### src/rtl/gate_fx_pkg.sv
// Shared fixed-point defaults, FSM state type and signed range helpers for gate_backprop.
package gate_fx_pkg;

    localparam int GFX_DATA_WIDTH  = 8;
    localparam int GFX_FRACT_WIDTH = 5;
    localparam int GFX_ACC_WIDTH   = 16;

    typedef enum logic [1:0] {
        IDLE = 2'd0,
        MUL  = 2'd1,
        DONE = 2'd2
    } gate_state_t;

    function automatic longint smax(input int w);
        return (longint'(1) <<< (w - 1)) - longint'(1);
    endfunction

    function automatic longint smin(input int w);
        return -(longint'(1) <<< (w - 1));
    endfunction

endpackage

### src/rtl/fx_sat_mul.sv
// Signed fixed-point multiply with floor shift; reduction is saturating when
// GATE_BACKPROP_SAT_EN is defined, two's-complement wrap otherwise.
module fx_sat_mul
    import gate_fx_pkg::*;
#(
    parameter int DATA_WIDTH  = GFX_DATA_WIDTH,
    parameter int FRACT_WIDTH = GFX_FRACT_WIDTH
) (
    input  logic signed [DATA_WIDTH-1:0] a,
    input  logic signed [DATA_WIDTH-1:0] b,
    output logic signed [DATA_WIDTH-1:0] y
);

    logic signed [2*DATA_WIDTH-1:0] prod;

    assign prod = (2*DATA_WIDTH)'(a) * (2*DATA_WIDTH)'(b);

`ifdef GATE_BACKPROP_SAT_EN
    logic signed [2*DATA_WIDTH-1:0] prod_sh;

    assign prod_sh = prod >>> FRACT_WIDTH;

    always_comb begin
        y = prod_sh[DATA_WIDTH-1:0];
        if (longint'(prod_sh) > smax(DATA_WIDTH)) begin
            y = DATA_WIDTH'(smax(DATA_WIDTH));
        end else if (longint'(prod_sh) < smin(DATA_WIDTH)) begin
            y = DATA_WIDTH'(smin(DATA_WIDTH));
        end
    end
`else
    assign y = DATA_WIDTH'(prod >>> FRACT_WIDTH);
`endif

endmodule

### src/rtl/gate_backprop.sv
// Backward pass of out = W0*X + W1*h_in + b through one shared multiplier.
// Optional macro GATE_BACKPROP_SAT_EN selects saturating products and accumulators.
//
// state | meaning
// IDLE  | in_ready high, waiting for an operand transfer
// MUL   | four multiplier cycles: dX, dh, dW0, dW1 (cnt counts 3 down to 0)
// DONE  | out_valid high, results held until out_ready
module gate_backprop
    import gate_fx_pkg::*;
#(
    parameter int DATA_WIDTH  = GFX_DATA_WIDTH,
    parameter int FRACT_WIDTH = GFX_FRACT_WIDTH,
    parameter int ACC_WIDTH   = GFX_ACC_WIDTH
) (
    input  logic                        clk,
    input  logic                        rst_n,
    input  logic                        in_valid,
    output logic                        in_ready,
    input  logic signed [DATA_WIDTH-1:0] d_out,
    input  logic signed [DATA_WIDTH-1:0] X,
    input  logic signed [DATA_WIDTH-1:0] h_in,
    input  logic signed [DATA_WIDTH-1:0] W0,
    input  logic signed [DATA_WIDTH-1:0] W1,
    input  logic                        acc_clr,
    output logic                        out_valid,
    input  logic                        out_ready,
    output logic signed [DATA_WIDTH-1:0] dX,
    output logic signed [DATA_WIDTH-1:0] dh,
    output logic signed [ACC_WIDTH-1:0]  dW0_acc,
    output logic signed [ACC_WIDTH-1:0]  dW1_acc,
    output logic signed [ACC_WIDTH-1:0]  db_acc
);

    gate_state_t state, state_nxt;
    logic [1:0] cnt;
    logic signed [DATA_WIDTH-1:0] d_out_r, x_r, h_r, w0_r, w1_r;
    logic signed [DATA_WIDTH-1:0] mul_b, mul_y, pw0;
    logic accept, mul_last;

    function automatic logic signed [ACC_WIDTH-1:0] acc_add(
        input logic signed [ACC_WIDTH-1:0]  acc,
        input logic signed [DATA_WIDTH-1:0] v
    );
`ifdef GATE_BACKPROP_SAT_EN
        logic signed [ACC_WIDTH:0] s;
        s = (ACC_WIDTH+1)'(acc) + (ACC_WIDTH+1)'(v);
        if (s[ACC_WIDTH] != s[ACC_WIDTH-1]) begin
            return s[ACC_WIDTH] ? ACC_WIDTH'(smin(ACC_WIDTH)) : ACC_WIDTH'(smax(ACC_WIDTH));
        end
        return s[ACC_WIDTH-1:0];
`else
        return acc + ACC_WIDTH'(v);
`endif
    endfunction

    assign in_ready  = rst_n && (state == IDLE);
    assign out_valid = (state == DONE);
    assign accept    = in_valid && in_ready;
    assign mul_last  = (state == MUL) && (cnt == 2'd0);

    always_comb begin
        state_nxt = state;
        case (state)
            IDLE:    if (accept) state_nxt = MUL;
            MUL:     if (cnt == 2'd0) state_nxt = DONE;
            DONE:    if (out_ready) state_nxt = IDLE;
            default: state_nxt = IDLE;
        endcase
    end

    always_ff @(posedge clk) begin
        if (!rst_n) state <= IDLE;
        else        state <= state_nxt;
    end

    // d_out is the common factor of every product; only the second operand is muxed
    always_comb begin
        mul_b = h_r;
        case (cnt)
            2'd3:    mul_b = w0_r;
            2'd2:    mul_b = w1_r;
            2'd1:    mul_b = x_r;
            default: mul_b = h_r;
        endcase
    end

    fx_sat_mul #(
        .DATA_WIDTH (DATA_WIDTH),
        .FRACT_WIDTH(FRACT_WIDTH)
    ) u_mul (
        .a(d_out_r),
        .b(mul_b),
        .y(mul_y)
    );

    always_ff @(posedge clk) begin
        if (!rst_n) begin
            cnt     <= '0;
            d_out_r <= '0;
            x_r     <= '0;
            h_r     <= '0;
            w0_r    <= '0;
            w1_r    <= '0;
            pw0     <= '0;
            dX      <= '0;
            dh      <= '0;
            dW0_acc <= '0;
            dW1_acc <= '0;
            db_acc  <= '0;
        end else begin
            if (accept) begin
                d_out_r <= d_out;
                x_r     <= X;
                h_r     <= h_in;
                w0_r    <= W0;
                w1_r    <= W1;
                cnt     <= 2'd3;
            end else if (state == MUL) begin
                cnt <= cnt - 2'd1;
            end

            if (state == MUL) begin
                case (cnt)
                    2'd3:    dX  <= mul_y;
                    2'd2:    dh  <= mul_y;
                    2'd1:    pw0 <= mul_y;
                    default: ;
                endcase
            end

            // the dW1 product is still on the multiplier output at the last MUL edge
            if (acc_clr) begin
                dW0_acc <= '0;
                dW1_acc <= '0;
                db_acc  <= '0;
            end else if (mul_last) begin
                dW0_acc <= acc_add(dW0_acc, pw0);
                dW1_acc <= acc_add(dW1_acc, mul_y);
                db_acc  <= acc_add(db_acc, d_out_r);
            end
        end
    end

endmodule
### config.mk
export PLATFORM = sky130hd
export DESIGN_NAME = gate_backprop
export DESIGN_NICKNAME = d
export VERILOG_FILES = /design/src/rtl/gate_fx_pkg.sv /design/src/rtl/fx_sat_mul.sv /design/src/rtl/gate_backprop.sv
export SDC_FILE = /design/constraint.sdc
export NUM_CORES = 1
export LEC_CHECK = 0
export ABC_CLOCK_PERIOD_IN_PS = 8500
export CAP_MARGIN = 20
export CORE_UTILIZATION = 55
export DETAILED_ROUTE_END_ITERATION = 10
export PLACE_DENSITY = 0.86
export SYNTH_ARGS = -nofsm -noshare
export SYNTH_HDL_FRONTEND = slang
export SYNTH_HIERARCHICAL = 1
export SYNTH_SLANG_ARGS = --single-unit
export TNS_END_PERCENT = 100
### constraint.sdc
create_clock -name clk -period 8.5 [get_ports clk]
set_input_delay 2.55 -clock clk [delete_from_list [all_inputs] [get_ports clk]]
set_output_delay 2.55 -clock clk [all_outputs]
set_load 0.02 [all_outputs]
==> metrics.md, run 1 <==
| Metric | Value |
|---|---|
| Sequential share of power | `27.9%` |
| Area share of fa/ha/maj cells after synthesis | `21.0%` |
| # port buffers | `110` |
| Avg Vias per Cell | `5.90` |
| Post-CTS Hold Fix Bufs | `0` |
| Largest net degree at the start of global routing | `81` |
| Post-synth ARST share | `0%` |
| Status | `complete, no violations` |
| Final Hold Fails | `0` |
| TritonRoute pass-1 iters | `6` |
| Final period utilization | `83.4%` |
| Filler cells | `1221` |
| Worst-path fanout max | `17` |
| Die W | `between 100 and 150 um` |
| Simple-gate share of the synthesized area | `between 20 and 25%` |
| Worst Tran Pin Value | `1.08 ns` |
| Final Setup Violations | `0` |
| EDFF count, synth | `0` |
| Clock Root Buffer | `clkbuf_16` |
| Global Route Usage Sum | `28.3%` |
| Synthesis-to-layout area growth | `20.6%` |
| Most common cell after layout, fill and taps aside | `nand2_1` |
| First-pass GRT wire length | `36300 um` |
| Clock Power Share | `33.4%` |
| Min-Delay Startpoint | `dX[4]` |
| Sw Ratio | `37.8%` |
| Rows | `45` |
| Pins Over Slew Limit | `0` |
| CP max-delay cell | `a21oi_1` |
| Worst EP arrival | `7.39 ns` |
| Most frequent cells in the layout | `nand2_1 (199), dfxtp_1 (116), clkdlybuf4s50_1 (109), inv_1 (72), ha_1 (72)` |
| Register area | `around 2300 sq um` |
| Worst endpoint required time | `8.81 ns` |
| Peak supply drop | `0.193 mV` |
| Setup TNS | `0 ns` |
| Clk buf depth | `2` |
| Register area share after synthesis | `27.1%` |
| Die H | `127 um` |
| Slew headroom | `between 20% and 30%` |
| Number of global-route vias before repair | `7595` |
| Main flop type after synthesis | `dfxtp_1` |
| Compound-gate portion of the synthesized area | `19.3%` |
| GP Congestion | `around 0.9` |
| CTS tree | `built` |
| Post-Syn Instances | `1069` |
| Routed wire length | `~22000 um` |
| Hold Path Depth | `2` |
| CP endpoint kind | `register` |
| Initial antenna violation count | `0` |
| MaxCap Viol Count | `0` |
| Vias | `7988` |
| Sink Count | `between 100 and 150` |
| PnR worst setup slack | `between 1 and 1.5 ns` |
| Final net count | `1315` |
| Inserted Clock Buffers | `17` |
| Post-synth cell types | `63` |
| Leak pwr | `4.32 nW` |
| Area share of the largest cell type after synthesis | `27.1%` |
| Initial detailed-routing violation count | `706` |
| Die area | `16100 sq um` |
| Hold EP | `dX[4]` |
| Max incr delay on CP | `around 0.59 ns` |
| Ant diodes | `0` |
| Area of the multi-input gates | `5770 sq um` |
| R2R cell count | `26` |
| # IOs | `111` |
| HPWL after detailed placement | `between 15000 and 20000 um` |
| GRT overflow | `0` |
| Post-CTS Setup Bufs | `0` |
| Largest area contributor in the netlist | `dfxtp_1` |
| Mux contribution to synthesized area | `less than 1%` |
| Core box area | `15200 sq um` |
| Reg2reg end | `dW1_acc[15]` |
| Syn nets | `1231` |
| Achievable frequency | `141 MHz` |
| Final min period | `about 7.1 ns` |
| Comb power frac | `38.8%` |
| Synth Cell Area | `approximately 8600 sq um` |
| Residual DRC count | `0` |
| Pwr per Cell Area | `211 nW/um^2` |
| Worst clock skew | `a little under 0.008 ns` |
| FF+latch count, synth | `116` |
| Kind of critical path | `register to register` |
| Clock latency on the worst-skew pair | `0.42 ns` |
| RR Startpoint | `cnt[0]` |
| Yosys Warn Count | `6` |
| CP startpoint kind | `register` |
| Clock slew at reported path FFs | `~0.060 ns` |
| Syn_area_per_cell | `between 8 and 9 sq um` |
| Internal power | `~1.4 mW` |
| Setup slack at placement | `between 1.5 and 2 ns` |
| Layout cell share with drive strength beyond 1 | `4.72%` |
| Type of the worst min-delay path | `register to register` |
| Main combinational cell family by area after synthesis | `simple AND/OR/NAND/NOR gates` |
| H-tree depth | `4` |
| Wire per inst | `~16 um` |
| R2R Setup Slk | `1.41 ns` |
| Initial Utilization | `56.4%` |
| P_sw | `just over 800 uW` |
| Post-synthesis xor/xnor area fraction | `just under 4%` |
| Post-CTS Resized | `0` |
| RSZ-0062 raised after global routing | `false` |
| Antenna-violating nets left | `0` |
| Area contributors post-synth | `dfxtp_1 (27%), fa_1 (11%), ha_1 (11%), nand2_1 (8.8%), o21ai_0 (4.1%)` |
-- synthesized netlist by cell type, types with 6 or more instances --
| cell type | count |
|---|---|
| a31oi_1 | 11 |
| ha_1 | 72 |
| clkbuf_1 | 36 |
| or4_1 | 6 |
| a21o_1 | 16 |
| xor2_1 | 11 |
| nand2b_1 | 8 |
| xnor2_1 | 27 |
| a222oi_1 | 8 |
| and2_1 | 38 |
| a21boi_0 | 24 |
| a21oi_1 | 67 |
| and3_1 | 10 |
| nor2_1 | 38 |
| nor3_1 | 12 |
| nor2b_1 | 9 |
| nand3_1 | 58 |
| nand2_1 | 200 |
| nand4_1 | 12 |
| a211oi_1 | 9 |
| o21ai_0 | 71 |
| inv_1 | 72 |
| o211ai_1 | 6 |
| fa_1 | 45 |
| buf_2 | 11 |
| dfxtp_1 | 116 |
-- worst max-delay path, delay by kind of cell, from the launching register on --
| family | cells | cell delay [ns] |
|---|---|---|
| xor gates and xnor gates | 1 | 0.24 |
| DFF | 1 | 0.35 |
| and+or+nand+nor | 4 | 0.71 |
| AOI/OAI and AO/OA | 9 | 2.13 |
| adders and majority gates | 7 | 3.15 |
| muxes | 1 | 0.16 |
| buffers and inverters | 4 | 0.25 |
-- per-layer routing --
layer / global-route usage, % / share of wire (%) / vias up
met5: 0 / 0 / -
met4: 12.7 / 3.3 / 0
met3: 4.81 / 6.1 / 56
met2: 46.7 / 47 / 324
met1: 36.4 / 44 / 3728
li1: - / - / 3880
-- final cells by class --
cell class              instances  area share, %
multi-input cells             828           55.8
well taps                     188           2.27
flip-flops and latches        116           22.4
repair buffers                117           11.1
clock inverters                13           1.54
clock buffers                  18           4.24
inverters                      73           2.65
-- kinds of logic after synthesis --
family | after synthesis
XOR/XNOR | 38
adder cells (fa/ha/maj) | 117
AO/OA/AOI/OAI | 256
flip-flops | 116
multiplexers | 5
buffers and inverters | 125
AND/OR/NAND/NOR | 412
-- worst max path at each step --
stage                       end   start
floorplan           dW1_acc[15]  cnt[0]
global placement    dW1_acc[15]  cnt[0]
detailed placement  dW1_acc[15]  cnt[0]
CTS                 dW1_acc[15]  cnt[0]
global route        dW1_acc[15]  cnt[0]
finish              dW1_acc[15]  cnt[0]
-- power by group through the flow --
| stage | logic (mW) | clock network (mW) | registers (mW) |
|---|---|---|---|
| floorplan | 0.600 | 0 | 0.618 |
| detailed placement | 0.824 | 0 | 0.618 |
| global placement | 0.797 | 0 | 0.618 |
| CTS | 0.831 | 0.733 | 0.608 |
| global route | 0.939 | 0.758 | 0.612 |
| finish | 0.846 | 0.728 | 0.609 |
-- state kept, by name (all words and copies together) (netlist names) --
register and flops:
dW0_acc 16, dW1_acc 16, db_acc 16, dX 8, d_out_r 8, dh 8
h_r 8, pw0 8, w0_r 8, w1_r 8, x_r 8, cnt 2
state 2
-- stage by stage --
stage	total power, mW	utilization, %	cell area [sq um]	cells	hold slack [ns]
finish	2.18	68.1	10300	1353	0.466
global route	2.31	68.1	10300	1353	0.480
CTS	2.17	68.1	10300	1353	0.469
detailed placement	1.44	64.1	9750	1322	0.453
global placement	1.41	64.1	9750	1322	0.443
floorplan	1.22	-	8580	1069	0.435
Power figures use the tool's default switching activity.
==> run 2: changes to the inputs <==
--- a/config.mk
+++ b/config.mk
@@ -5,11 +5,11 @@
 export SDC_FILE = /design/constraint.sdc
 export NUM_CORES = 1
 export LEC_CHECK = 0
-export ABC_CLOCK_PERIOD_IN_PS = 8500
+export ABC_CLOCK_PERIOD_IN_PS = 6000
 export CAP_MARGIN = 20
-export CORE_UTILIZATION = 55
+export CORE_UTILIZATION = 51
 export DETAILED_ROUTE_END_ITERATION = 10
-export PLACE_DENSITY = 0.86
+export PLACE_DENSITY = 0.84
 export SYNTH_ARGS = -nofsm -noshare
 export SYNTH_HDL_FRONTEND = slang
 export SYNTH_HIERARCHICAL = 1
==> constraint.sdc (replaced) <==
create_clock -name clk -period 6 [get_ports clk]
set_input_delay 1.8 -clock clk [delete_from_list [all_inputs] [get_ports clk]]
set_output_delay 1.8 -clock clk [all_outputs]
set_load 0.02 [all_outputs]
==> run 2 against run 1 <==
The flow now finishes with violations (setup timing). Critical path depth down 2. Die area up 7.7%. Critical path type unchanged. Combinational power up 120%. Sequential share of layout area down 2.0 points. Final cell count up 6.9%. Fmax up 12%. Clock-buffer cell count unchanged. Clock skew up 0.0034 ns. Hold slack worse by 0.0021 ns. Wire length up 8.0%. Total power up 74%. Sequential cell count unchanged.
==> metrics.md, run 2 (same netlist as run 1, synthesis figures left out) <==
| Metric | Value |
|---|---|
| Status | `finished with violations` |
| Failing checks | `setup timing` |
| Final net count | `1376` |
| Die H | `roughly 130 um` |
| Initial detailed-routing violation count | `709` |
| Die area | `17300 sq um` |
| Final min period | `6.31 ns` |
| Layout Cells excl Fill | `1447` |
| Residual DRC count | `0` |
| Most frequent cells in the layout | `nand2_1 (194), dfxtp_1 (114), clkdlybuf4s50_1 (109), inv_1 (68), o21ai_0 (63)` |
| Avg Vias per Cell | `5.73` |
| First-pass GRT wire length | `roughly 38000 um` |
| Hold WS | `0.464 ns` |
| H-tree depth | `4` |
| MaxCap Viol Count | `0` |
| Clock slew at reported path FFs | `0.06 ns` |
| # IOs | `111` |
| Global Route Usage Sum | `27.2%` |
| Filler cells | `1225` |
| Post-route cell area | `11400 sq um` |
| Worst endpoint required time | `6.36 ns` |
| CP max-delay cell | `fa_1` |
| Leak pwr | `4.68 nW` |
| Worst clock skew | `0.0111 ns` |
| Max incr delay on CP | `0.58 ns` |
| Routed wire length | `23800 um` |
| Achievable frequency | `158 MHz` |
| Kind of critical path | `register to register` |
| GRT overflow | `0` |
| Clk buf depth | `2` |
| Largest net degree at the start of global routing | `roughly 80` |
| Pwr per Cell Area | `about 330 nW/um^2` |
| Most common cell after layout, fill and taps aside | `nand2_1` |
| Final period utilization | `105%` |
| Core box area | `roughly 17000 sq um` |
| Synthesis-to-layout area growth | `33.0%` |
| Largest regs | `dW0_acc x16, dW1_acc x16, db_acc x16` |
| Clock latency on the worst-skew pair | `0.43 ns` |
| CTS tree | `built` |
| Slew headroom | `54.2%` |
| # port buffers | `110` |
| Initial antenna violation count | `0` |
| Inserted Clock Buffers | `17` |
| Wire per inst | `16.5 um` |
| Final Setup Violations | `9` |
| Setup TNS | `-1.48 ns` |
| Cell count after placement | `1406` |
| GP Congestion | `0.940` |
| Number of global-route vias before repair | `7835` |
| CP endpoint kind | `register` |
| Critical path's most frequent cell | `fa_1` |
| Post-place instance area | `10400 sq um` |
| CP startpoint kind | `register` |
| Final Hold Fails | `0` |
| Layout cell share with drive strength beyond 1 | `15.5%` |
| Initial Utilization | `51.9%` |
| HPWL after detailed placement | `roughly 17000 um` |
| RSZ-0062 raised after global routing | `true` |
| Vias | `8290` |
| Rows | `between 40 and 50` |
| TritonRoute pass-1 iters | `5` |
| Buffer and inverter count on the worst path | `4` |
| Pins Over Slew Limit | `0` |
| Worst Tran Pin Value | `0.685 ns` |
| Setup slack at placement | `-0.357 ns` |
| Clock Root Buffer | `clkbuf_16` |
| Die W | `132 um` |
| Worst-path fanout max | `7` |
| Antenna-violating nets left | `0` |
| Peak supply drop | `0.260 mV` |
| Cell Chain, Critical Path | `inv_4 -> ha_4 -> a222oi_1 -> a21oi_4 -> buf_6 -> and2_1 -> fa_1 -> fa_1 -> fa_1 -> inv_1 -> fa_1 -> inv_1 -> ha_4 -> o21a_1 -> nor2_1 -> a21oi_2 -> xnor2_4 -> ha_4 -> or3_1 -> o21ai_2 -> or2_1 -> a211oi_2 -> o31ai_2 -> mux2i_1` |
| Type of the worst min-delay path | `register to register` |
| CP delay by family, top | `adder cells` |
| Sink Count | `116` |
| Worst EP arrival | `6.67 ns` |
| PnR worst setup slack | `-0.315 ns` |
| Ant diodes | `0` |
| Post-CTS Hold Fix Bufs | `0` |
[run 2: changes by cell type in the layout (fill, tap and decap cells not counted), sizes merged]
cell    before  now
buf          8   69
clkinv       7    5
inv         73   76
[run 2: repair_timing]
action | CTS | global route
endpoints found under the setup margin | 10 | 12
resized for setup | 30 | 52
buffers inserted | 2 | 6
pin swaps | 21 | 45
[run 2: worst min-delay path, cell delays in order (launching register included)]
cell      delay (ns)
dfxtp_1         0.31
nand2_1         0.05
a21boi_0        0.06
[run 2: path summary, 6_finish.rpt]
| path | end | slack (ns) | cells after the start | from |
|---|---|---|---|---|
| worst max-delay path | dW1_acc[15] | -0.31 | 24 | cnt[0] |
| worst min-delay path | dX[3] | 0.46 | 2 | dX[3] |
| worst max register to register | dW1_acc[15] | -0.31 | 24 | cnt[0] |
| worst min register to register | dX[3] | 0.46 | 2 | dX[3] |
[run 2: report_power, final]
part           total [mW]  switching [mW]  internal [mW]
logic                1.87           0.997          0.872
clock network        1.06           0.406          0.657
registers           0.863          0.0489          0.815
total                3.79            1.45           2.34
[run 2: per-stage QoR]
step	power, mW	util (%)
after floorplan	1.86	-
final	3.79	69.0
after detailed placement	2.44	62.7
after global placement	2.39	62.7
after CTS	3.58	67.3
after global routing	3.98	69.0
[run 2: layout make-up]
class                   instances  area (sq um)  area share, %
repair buffers                178          1660           14.5
clock inverters                14           175           1.54
clock buffers                  18           429           3.76
well taps                     220           275           2.41
multi-input cells             828          6260           54.9
inverters                      73           277           2.42
flip-flops and latches        116          2330           20.4
[run 2: layer usage]
metal / routed length, um / share of wire [%] / up-vias / GRT usage [%]
li1: - / - / 3996 / -
met4: 685 / 2.9 / 0 / 10.5
met1: 9920 / 42 / 3905 / 33.4
met5: 0 / 0 / - / 0
met3: 1380 / 5.8 / 48 / 4.86
met2: 11800 / 50 / 341 / 47.2
==> run 3: changes to the inputs <==
--- a/config.mk
+++ b/config.mk
@@ -7,9 +7,10 @@
 export LEC_CHECK = 0
 export ABC_CLOCK_PERIOD_IN_PS = 6000
 export CAP_MARGIN = 20
-export CORE_UTILIZATION = 51
+export CORE_UTILIZATION = 33
 export DETAILED_ROUTE_END_ITERATION = 10
-export PLACE_DENSITY = 0.84
+export PLACE_DENSITY = 0.61
+export SLEW_MARGIN = 15
 export SYNTH_ARGS = -nofsm -noshare
 export SYNTH_HDL_FRONTEND = slang
 export SYNTH_HIERARCHICAL = 1
==> run 3 against run 2 <==
The flow still finishes with violations (setup timing). Wire length up 1.0%. Largest power group unchanged. Highest routed layer unchanged. Design area up 4.3%. Combinational power up 16%. Worst setup slack better by 0.014 ns. Critical path depth up 4. Global-route usage down 9.1 points. Utilization down 22 points. Die area up 54%. Sequential cell count unchanged.
==> metrics.md, run 3 (same netlist as run 1, synthesis figures left out) <==
| Metric | Value |
|---|---|
| Initial antenna violation count | `0` |
| Final min period | `roughly 6.3 ns` |
| Setup TNS | `-0.614 ns` |
| H-tree depth | `4` |
| Synthesis-to-layout area growth | `38.7%` |
| Clock slew at reported path FFs | `0.06 ns` |
| Most frequent cells in the layout | `nand2_1 (194), dfxtp_1 (114), clkdlybuf4s50_1 (109), buf_4 (72), o21ai_0 (63)` |
| Worst endpoint required time | `6.35 ns` |
| Inserted Clock Buffers | `17` |
| GP Congestion | `~0.87` |
| Fin util | `47.0%` |
| MaxCap Viol Count | `0` |
| Vias | `8053` |
| TritonRoute pass-1 iters | `6` |
| Final period utilization | `105%` |
| Pwr per Cell Area | `338 nW/um^2` |
| Sequential share of power | `between 20% and 30%` |
| # port buffers | `110` |
| PnR worst setup slack | `-0.300 ns` |
| Initial Utilization | `33.9%` |
| Failing checks | `setup timing` |
| Post-route cell area | `roughly 12000 sq um` |
| Worst-path fanout max | `7` |
| R2R Setup Slk | `-0.30 ns` |
| Clock latency on the worst-skew pair | `around 0.43 ns` |
| Clk buf depth | `2` |
| Kind of critical path | `register to register` |
| DR top layer | `met4` |
| Routed met3 length | `about 1200 um` |
| Final Setup Violations | `5` |
| Power Total | `4.02 mW` |
| Routed wl met2 | `11300 um` |
| CP endpoint kind | `register` |
| Worst Tran Pin Value | `1.05 ns` |
| Hold WS | `~0.47 ns` |
| # IOs | `111` |
| Rows | `58` |
| Core box area | `between 20000 and 30000 sq um` |
| Most common cell after layout, fill and taps aside | `nand2_1` |
| Routed wire length | `24100 um` |
| RSZ-0062 raised after global routing | `true` |
| Largest net degree at the start of global routing | `70` |
| Sink Count | `~120` |
| Ant diodes | `0` |
| Post-CTS Hold Fix Bufs | `0` |
| Avg Vias per Cell | `between 5 and 6` |
| Die W | `between 150 and 200 um` |
| Clock Root Buffer | `clkbuf_16` |
| Type of the worst min-delay path | `register to register` |
| Peak supply drop | `between 0.2 and 0.25 mV` |
| First-pass GRT wire length | `38500 um` |
| Cell count after placement | `1522` |
| Layout Cells excl Fill | `1578` |
| Status | `finished with violations` |
| Clock Power Share | `24.9%` |
| Pins Over Slew Limit | `0` |
| Internal power | `between 2 and 2.5 mW` |
| Setup slack at placement | `-0.393 ns` |
| Number of global-route vias before repair | `7593` |
| CP max-delay cell | `a222oi_1` |
| Die area | `26600 sq um` |
| Die H | `163 um` |
| Layout cell share with drive strength beyond 1 | `18.9%` |
| Post-place instance area | `10600 sq um` |
| HPWL after detailed placement | `17500 um` |
| Filler cells | `roughly 2400` |
| Global Route Usage Sum | `18.1%` |
| Achievable frequency | `around 160 MHz` |
| Worst clock skew | `0.0101 ns` |
| Slew headroom | `30.3%` |
| Wl on met1 | `11300 um` |
| Worst EP arrival | `about 6.7 ns` |
| Final net count | `about 1400` |
| Sw Ratio | `38.1%` |
| CP startpoint kind | `register` |
| P_sw | `1.53 mW` |
| Largest regs | `dW0_acc x16, dW1_acc x16, db_acc x16` |
| Leak pwr | `between 4 and 5 nW` |
| Max incr delay on CP | `0.63 ns` |
| Wire per inst | `15.2 um` |
| Comb power frac | `53.7%` |
| GRT overflow | `0` |
| Initial detailed-routing violation count | `about 520` |
| Antenna-violating nets left | `0` |
| Final Hold Fails | `0` |
| CTS tree | `built` |
| Residual DRC count | `0` |
## run 3: final cells by class
| class | count | area, sq um | share of cell area, % |
|---|---|---|---|
| multi-input cells | 828 | 6430 | 54.0 |
| flip-flops and latches | 116 | 2330 | 19.6 |
| repair buffers | 199 | 1870 | 15.7 |
| clock buffers | 18 | 439 | 3.69 |
| well taps | 330 | 413 | 3.47 |
| inverters | 73 | 277 | 2.32 |
| clock inverters | 14 | 141 | 1.19 |
## run 3: layer usage
layer / global-route usage (%) / vias up
met1: 25.0 / 3782
met3: 2.84 / 19
met4: 4.93 / 0
met2: 29.0 / 219
met5: 0 / -
li1: - / 4033
## run 3: final timing paths
path / startpoint / to / depth (start not counted)
worst max register to register: cnt[0] / dW1_acc[15] / 28
worst min register to register: h_r[0] / h_r[0] / 2
worst min-delay path: h_r[0] / h_r[0] / 2
worst max-delay path: cnt[0] / dW1_acc[15] / 28
## run 3: what timing repair did
action,CTS,global route
buffers inserted,14,10
gates resized for setup,56,59
pin swaps,52,42
setup endpoints to repair,10,12
## run 3: worst max-delay path, delay by kind of cell (launching register included)
family          cells  cell delay [ns]
xor+xnor            1             0.14
compound gates      8             1.99
mux                 1             0.21
simple gates        4             0.48
flops               1             0.38
fa+ha+maj           7             2.42
buf+inv             7             0.61
## run 3: power groups by stage
stage                     registers, mW  clock network, mW  logic [mW]
final                             0.860               1.00        2.16
after global routing              0.866               1.05        2.34
after CTS                         0.860               1.02        1.77
after detailed placement          0.875                  0        1.61
after global placement            0.875                  0        1.59
after floorplan                   0.876                  0       0.980
